[src/rtl/seq_div_16_pkg.sv]
// Shared constants and state type for the 16/8 sequential restoring divider.
package div_pkg;

    localparam int DIVIDEND_W = 16;
    localparam int DIVISOR_W  = 8;
    localparam int ITER       = 16;
    localparam int CNT_W      = $clog2(ITER);

    typedef enum logic [1:0] {
        IDLE = 2'd0,
        RUN  = 2'd1,
        DONE = 2'd2
    } state_t;

endpackage

[src/rtl/seq_div_16_if.sv]
// Request/result bundle of the sequential divider.
// master drives operands and start; slave (the divider) returns the result.
interface seq_div_16_if;
    import div_pkg::*;

    logic                  start;
    logic [DIVIDEND_W-1:0] a;
    logic [DIVISOR_W-1:0]  b;
    logic [DIVIDEND_W-1:0] q;
    logic [DIVISOR_W-1:0]  r;
    logic                  busy;
    logic                  done;
    logic                  dz;

    modport master (output start, a, b, input  q, r, busy, done, dz);
    modport slave  (input  start, a, b, output q, r, busy, done, dz);

endinterface

[src/rtl/seq_div_16_step.sv]
// One combinational restoring-division step.
// The remainder shifts left and takes in the dividend MSB, giving a 9-bit trial value.
// When the trial value is at least the divisor, the divisor is subtracted and the quotient bit is 1.
// The quotient bit enters the LSB of the shifted dividend, so after ITER steps that register holds the quotient.
// A restored remainder is always below the divisor, so 8 bits are enough to carry it between steps.
module div_step
    import div_pkg::*;
(
    input  logic [DIVISOR_W-1:0]  i_rem,
    input  logic [DIVIDEND_W-1:0] i_dvd,
    input  logic [DIVISOR_W-1:0]  i_dvs,
    output logic [DIVISOR_W-1:0]  o_rem,
    output logic [DIVIDEND_W-1:0] o_dvd
);
    logic [DIVISOR_W:0]   w_shift;
    logic [DIVISOR_W-1:0] w_diff;
    logic                 w_qbit;

    assign w_shift = {i_rem, i_dvd[DIVIDEND_W-1]};
    assign w_qbit  = (w_shift >= {1'b0, i_dvs});
    // Only used when w_qbit is set, where the true difference fits in 8 bits
    assign w_diff  = w_shift[DIVISOR_W-1:0] - i_dvs;
    assign o_rem   = w_qbit ? w_diff : w_shift[DIVISOR_W-1:0];
    assign o_dvd   = {i_dvd[DIVIDEND_W-2:0], w_qbit};

endmodule

[src/rtl/seq_div_16.sv]
// seq_div_16: 16-bit / 8-bit unsigned sequential restoring divider.
// A rising edge on start in IDLE launches a division that takes 16 clocks.
// done pulses for one cycle when q/r first show the new result.
// Optional macro DIV_ZERO_CHECK_EN: a zero divisor bypasses the iterations.
// In that case the result (q = FFFF, r = a[7:0], dz = 1) is ready one clock after launch.
// Without the macro, dz is tied to 0 and a zero divisor runs the normal 16 steps.
module seq_div_16
    import div_pkg::*;
(
    input  logic               clk,
    input  logic               reset,
    seq_div_16_if.slave        bus
);
    state_t                r_state;
    state_t                w_state_nxt;
    logic                  r_start_d;
    logic [DIVIDEND_W-1:0] r_dvd;
    logic [DIVISOR_W-1:0]  r_dvs;
    logic [DIVISOR_W-1:0]  r_rem;
    logic [CNT_W-1:0]      r_cnt;
    logic [DIVIDEND_W-1:0] r_q;
    logic [DIVISOR_W-1:0]  r_r;

    logic                  w_launch;
    logic                  w_last;
    logic                  w_finish;
    logic                  w_busy;
    logic                  w_done;
    logic [DIVISOR_W-1:0]  w_rem_nxt;
    logic [DIVIDEND_W-1:0] w_dvd_nxt;

    assign w_launch = bus.start & ~r_start_d;
    assign w_last   = (r_cnt == CNT_W'(ITER - 1));

`ifdef DIV_ZERO_CHECK_EN
    logic r_zero;

    // Remember whether the launched divisor was zero, so RUN can finish after a single cycle
    always_ff @(posedge clk) begin
        if (reset) begin
            r_zero <= 1'b0;
        end else if (r_state == IDLE && w_launch) begin
            r_zero <= (bus.b == '0);
        end
    end

    assign w_finish = w_last | r_zero;
    assign bus.dz   = w_done & r_zero;
`else
    assign w_finish = w_last;
    assign bus.dz   = 1'b0;
`endif

    div_step u_step (
        .i_rem (r_rem),
        .i_dvd (r_dvd),
        .i_dvs (r_dvs),
        .o_rem (w_rem_nxt),
        .o_dvd (w_dvd_nxt)
    );

    // State register; reset wins over any start in the same cycle
    always_ff @(posedge clk) begin
        // NOTE: clocked state uses non-blocking assignments so every register samples pre-edge values.
        if (reset) begin
            r_state <= IDLE;
        end else begin
            r_state <= w_state_nxt;
        end
    end

    // Next-state and status decode
    always_comb begin
        // NOTE: every output gets a default first, so no path can leave one unassigned and infer a latch.
        w_state_nxt = r_state;
        w_busy      = 1'b0;
        w_done      = 1'b0;
        unique case (r_state)
            IDLE: begin
                if (w_launch) begin
                    w_state_nxt = RUN;
                end
            end
            RUN: begin
                w_busy = 1'b1;
                if (w_finish) begin
                    w_state_nxt = DONE;
                end
            end
            DONE: begin
                w_done      = 1'b1;
                w_state_nxt = IDLE;
            end
            default: begin
                w_state_nxt = IDLE;
            end
        endcase
    end

    // Start-edge history, operand latch and iteration datapath
    always_ff @(posedge clk) begin
        // NOTE: the datapath is a handful of flops rather than a memory array, so it is reset like the control.
        // This leaves no stale operands behind an aborted division.
        if (reset) begin
            r_start_d <= 1'b0;
            r_dvd     <= '0;
            r_dvs     <= '0;
            r_rem     <= '0;
            r_cnt     <= '0;
        end else begin
            r_start_d <= bus.start;
            if (r_state == IDLE && w_launch) begin
                r_dvd <= bus.a;
                r_dvs <= bus.b;
                r_rem <= '0;
                r_cnt <= '0;
            end else if (r_state == RUN) begin
                r_dvd <= w_dvd_nxt;
                r_rem <= w_rem_nxt;
                r_cnt <= r_cnt + 1'b1;
            end
        end
    end

    // Result registers; they change only on the edge that completes a division
    always_ff @(posedge clk) begin
        if (reset) begin
            r_q <= '0;
            r_r <= '0;
        end else if (r_state == RUN && w_finish) begin
`ifdef DIV_ZERO_CHECK_EN
            if (r_zero) begin
                r_q <= '1;
                r_r <= r_dvd[DIVISOR_W-1:0];
            end else begin
                r_q <= w_dvd_nxt;
                r_r <= w_rem_nxt;
            end
`else
            r_q <= w_dvd_nxt;
            r_r <= w_rem_nxt;
`endif
        end
    end

    assign bus.q    = r_q;
    assign bus.r    = r_r;
    assign bus.busy = w_busy;
    assign bus.done = w_done;

endmodule

[src/flat_wrapper.sv]
// flat-port wrapper written by rule: the top's interface ports become plain ports
module seq_div_16_flat import div_pkg::*;
  (clk, reset, bus_start, bus_a, bus_b, bus_q, bus_r, bus_busy, bus_done, bus_dz);
  seq_div_16_if bus_i ();
  input  logic clk;
  input  logic reset;
  input wire logic [$bits(bus_i.start)-1:0] bus_start;
  input wire logic [$bits(bus_i.a)-1:0] bus_a;
  input wire logic [$bits(bus_i.b)-1:0] bus_b;
  output wire logic [$bits(bus_i.q)-1:0] bus_q;
  output wire logic [$bits(bus_i.r)-1:0] bus_r;
  output wire logic [$bits(bus_i.busy)-1:0] bus_busy;
  output wire logic [$bits(bus_i.done)-1:0] bus_done;
  output wire logic [$bits(bus_i.dz)-1:0] bus_dz;
  assign bus_i.start = bus_start;
  assign bus_i.a = bus_a;
  assign bus_i.b = bus_b;
  assign bus_q = bus_i.q;
  assign bus_r = bus_i.r;
  assign bus_busy = bus_i.busy;
  assign bus_done = bus_i.done;
  assign bus_dz = bus_i.dz;
  seq_div_16 u_core (.clk(clk), .reset(reset), .bus(bus_i));
endmodule
[config.mk]
export PLATFORM = sky130hd
export DESIGN_NAME = seq_div_16_flat
export DESIGN_NICKNAME = d
export VERILOG_FILES = /design/src/rtl/seq_div_16_pkg.sv /design/src/rtl/seq_div_16_if.sv /design/src/rtl/seq_div_16_step.sv /design/src/rtl/seq_div_16.sv /design/src/flat_wrapper.sv
export SDC_FILE = /design/constraint.sdc
export NUM_CORES = 1
export LEC_CHECK = 0
export ABC_AREA = 1
export ABC_CLOCK_PERIOD_IN_PS = 2300
export CAP_MARGIN = 20
export CORE_MARGIN = 2
export CORE_UTILIZATION = 30
export CTS_BUF_LIST = sky130_fd_sc_hd__clkbuf_8
export DETAILED_ROUTE_END_ITERATION = 6
export GPL_TIMING_DRIVEN = 1
export MAX_ROUTING_LAYER = met4
export PLACE_DENSITY_LB_ADDON = 0.25
export SLEW_MARGIN = 10
export SYNTH_ARGS = -nofsm -noshare
export SYNTH_HDL_FRONTEND = slang
export SYNTH_SLANG_ARGS = --single-unit
export TNS_END_PERCENT = 1
[constraint.sdc]
create_clock -name clk -period 2.3 [get_ports clk]
set_input_delay 0.46 -clock clk [delete_from_list [all_inputs] [get_ports clk]]
set_output_delay 0.46 -clock clk [all_outputs]
set_load 0.02 [all_outputs]
==> flow_summary_export.csv, run 1 <==
group,metric,value,unit
synth,yosysTopAreaCell,"dfxtp_1",
status,status,"finished, final reports clean",
power_and_ir_drop,power_frac_seq,43.2,%
die,design.core.area,0.00982,mm^2
die,die_x,105,um
synth,synth_most_common_cell,"nand2_1",
route,antenna_left,0,
clock_tree,clk-insertion-delay-late,0.34,ns
synth,synth_nets,437,
power_and_ir_drop,internal_power,1.86,mW
critical_path,required,1.84,ns
global_route,globalRouteMet3Util,2.56,%
critical_path,cp_num_buf_inv,2,
timing,fin_skew,0.0119,ns
clock_tree,cts_sinks,63,
global_route,grt_pass1_wl,12800,um
power_and_ir_drop,vdd.ir_drop.worst,0.000255,V
critical_path,r2r_end,"u_core.bus.r[5]",
timing,setup_viol,0,
worst_hold_path,holdPathStages,2,
clock_tree,clock_path_buffers,2,
cells_and_area,area_growth,26.9,%
cells_and_area,final_layout_size_suffix_gt1_share,11.6,%
route,wl_per_cell,13.0,um
power_and_ir_drop,leakage,1.71,nW
cells_and_area,multi_input_area,0.00148,mm^2
timing,hold_viol,0,
timing,fin_tns_setup,0,ns
power_and_ir_drop,switching_share,31.4,%
timing,finalMaxSlewViolations,0,
route,dr.pass1.iters,4,
power_and_ir_drop,power_frac_clock,34.4,%
global_route,grt_most_used_layer,"met2",
route,drt_wl_total,7660,um
synth,yosysTopAreaCellShare,41.4,%
route,vias,2750,
global_route,met2_usage,23.5,%
synth,async_flop_share,0,%
die,start_util,31.0,%
critical_path,crit_path_end_kind,"output port",
cells_and_area,nNetsFinal,489,
synth,synth_area_per_cell,7.61,um^2
synth,synthTopCellsByArea,"dfxtp_1 (41%), nand2_1 (9.4%), nand3_1 (7.6%)",
die,die_h,105,um
clock_tree,cts.clk_slew.worst_paths,0.07,ns
cells_and_area,fillers,1050,
die,die_area,0.0110,mm^2
critical_path,slowest_delay,0.60,ns
place,place_area,0.00368,mm^2
clock_tree,clockRootBuffer,"clkbuf_8",
clock_tree,numCtsBuffers,9,
critical_path,crit_chain,"nand2_4 -> inv_2 -> clkdlybuf4s50_1",
critical_path,reg2reg_depth,10,
worst_hold_path,hold_end,"u_core.r_dvs[6]",
global_route,first_global_vias,2629,
cells_and_area,antennaDiodeCount,0,
critical_path,cp.arrival,1.56,ns
power_and_ir_drop,p_comb_share,22.4,%
global_route,grtUsageMet1,19.0,%
cells_and_area,regArea,0.00126,mm^2
critical_path,path_max_fanout,7,
run,maxCapViolations,0,
critical_path,crit_family,"buffers and inverters",
timing,rsz0062_at_grt,"false",
clock_tree,hold_buffers,0,
place,place.gp.congestion,0.837,
synth,synth_cell_types,35,
synth,ys_ff_latch,63,
critical_path,path_class,"flip-flop to output port",
synth,ys.flop_type,"dfxtp_1",
synth,synth_commonest_cells,"nand2_1 (76), dfxtp_1 (63), nor2_1 (54)",
place,portBuffers,52,
critical_path,r2r_slack,0.44,ns
global_route,track_usage,14.9,%
power_and_ir_drop,cellPowerDensity,701,mW/mm^2
worst_hold_path,hold_start,"u_core.r_dvs[6]",
global_route,grt_max_degree,35,
critical_path,reg2reg_from,"u_core.r_rem[1]",
clock_tree,cts_htree_levels,3,
timing,max_freq,495,MHz
synth,synth_area,0.00305,mm^2
synth,yosysSeqAreaShare,41.4,%
route,post-route-drc-count,0,
route,drt_iter0_drc,164,
critical_path,start_kind,"flip-flop",
clock_tree,cts_tree,"done",
route,vias_per_cell,4.66,
global_route,overflow,0,
synth,synth_edf_count,0,
power_and_ir_drop,power_switching,0.851,mW
clock_tree,ctsResizeCount,0,
synth,synth_warnings,0,
critical_path,slowest_stage,"clkdlybuf4s50_1",
worst_hold_path,hold_path_class,"flip-flop to flip-flop",
die,io_pins,54,
place,dp_hpwl,5400,um
global_route,antenna_found_initial,0,
clock_tree,post_cts_buffers,0,
synth,netlist_instances,400,
cells_and_area,design_area,0.00386,mm^2
timing,min_period,2.02,ns
die,num_rows,36,
timing,layout_worst_path_cycle_share,87.9,%
==> state kept, by name, indices dropped and copies added, names as in the netlist <==
| name | count |
|---|---|
| u_core.r_state | 2 |
| u_core.r_dvd | 16 |
| u_core.r_dvs | 8 |
| u_core.bus.r | 8 |
| u_core.r_cnt | 4 |
| u_core.bus.q | 16 |
| u_core.r_rem | 8 |
| u_core.r_start_d | 1 |
==> cells in the final DEF, fill, tap and decap left out <==
master,n
inv_1,52
bufinv_16,1
o21ai_0,15
conb_1,1
clkinv_4,1
clkdlybuf4s50_1,52
inv_4,2
ha_1,9
nand2_4,3
buf_4,5
clkinvlp_4,1
nand2_2,2
or2_4,1
a221oi_1,8
nand4_1,1
nand3_4,1
clkinv_2,3
nand2_1,76
a21oi_4,1
a21oi_1,16
o21ai_2,10
and3_1,1
a221oi_2,5
nor2_8,2
xnor2_1,2
nor3b_1,1
nor3_1,2
a31oi_1,2
inv_2,3
nand3_1,46
nor2_2,1
clkbuf_8,9
nand3_2,2
nor2_1,54
fa_1,1
xor2_1,2
dfxtp_1,63
==> power groups by stage <==
stage               clock network (mW)  logic [mW]  registers [mW]
floorplan                            0       0.452            1.18
global placement                     0       0.593            1.19
detailed placement                   0       0.603            1.19
CTS                              0.965       0.608            1.17
global route                      1.01       0.686            1.17
finish                           0.931       0.607            1.17
==> area by class of cell <==
type                       instances  share of cell area [%]
multi-input combinational        265                    38.2
sequential                        63                    32.6
timing repair buffer              57                    14.4
inverter                          56                    5.57
tap                              133                    4.31
clock buffer                       9                    3.20
clock inverter                     7                    1.68
==> how the worst max path moves through the flow <==
stage | startpoint | to | slack (ns) | cells after the start
global route | u_core.r_state[1] | bus_busy | 0.20 | 4
global placement | bus_start | u_core.r_dvd[0] | 0.46 | 7
CTS | u_core.r_state[0] | bus_busy | 0.25 | 3
finish | u_core.r_state[0] | bus_busy | 0.28 | 3
floorplan | u_core.r_dvs[2] | u_core.r_rem[5] | 0.70 | 11
detailed placement | bus_start | u_core.r_dvd[0] | 0.45 | 7
==> cell families (layout without fill, tap and decap cells) <==
group | after synthesis | in the layout | share of synthesized area (%)
other | 1 | 1 | 0.123
buffers and inverters | 72 | 129 | 10.1
flip-flops | 63 | 63 | 41.4
XOR/XNOR | 4 | 4 | 1.15
AND/OR/NAND/NOR | 193 | 193 | 29.1
AO/OA/AOI/OAI | 57 | 57 | 13.7
adder cells (fa/ha/maj) | 10 | 10 | 4.36
==> tightest hold or removal path, stage by stage (launching register included) <==
cell and delay, ns:
dfxtp_1 0.30, inv_1 0.06, a21oi_1 0.06
==> routing by layer <==
metal / part of all wire (%) / wire length, um / up-vias
met3: 3.4 / 261 / 11
li1: - / - / 1397
met5: 0 / 0 / -
met4: 1.4 / 108 / 0
met2: 47 / 3620 / 70
met1: 48 / 3670 / 1272
==> metrics by stage <==
step	cells	utilization, %	power [mW]	hold slack (ns)	setup WS [ns]
detailed placement	574	37.4	1.80	0.454	0.447
global route	590	39.4	2.87	0.471	0.197
floorplan	400	-	1.64	0.433	0.699
CTS	590	39.4	2.74	0.463	0.249
global placement	574	37.4	1.79	0.446	0.457
finish	590	39.4	2.71	0.461	0.278
No activity file was read; power rests on OpenSTA's default activity.
==> inputs of run 2 (changes only) <==
--- a/constraint.sdc
+++ b/constraint.sdc
@@ -3,2 +3,2 @@
 set_output_delay 0.46 -clock clk [all_outputs]
-set_load 0.02 [all_outputs]
+set_load 0.01 [all_outputs]
==> results of run 2 <==
The final DEF is identical to that of run 1. Status: finished, final reports clean.
Among the figures that moved: setup slack after layout 0.278 ns -> 0.346 ns
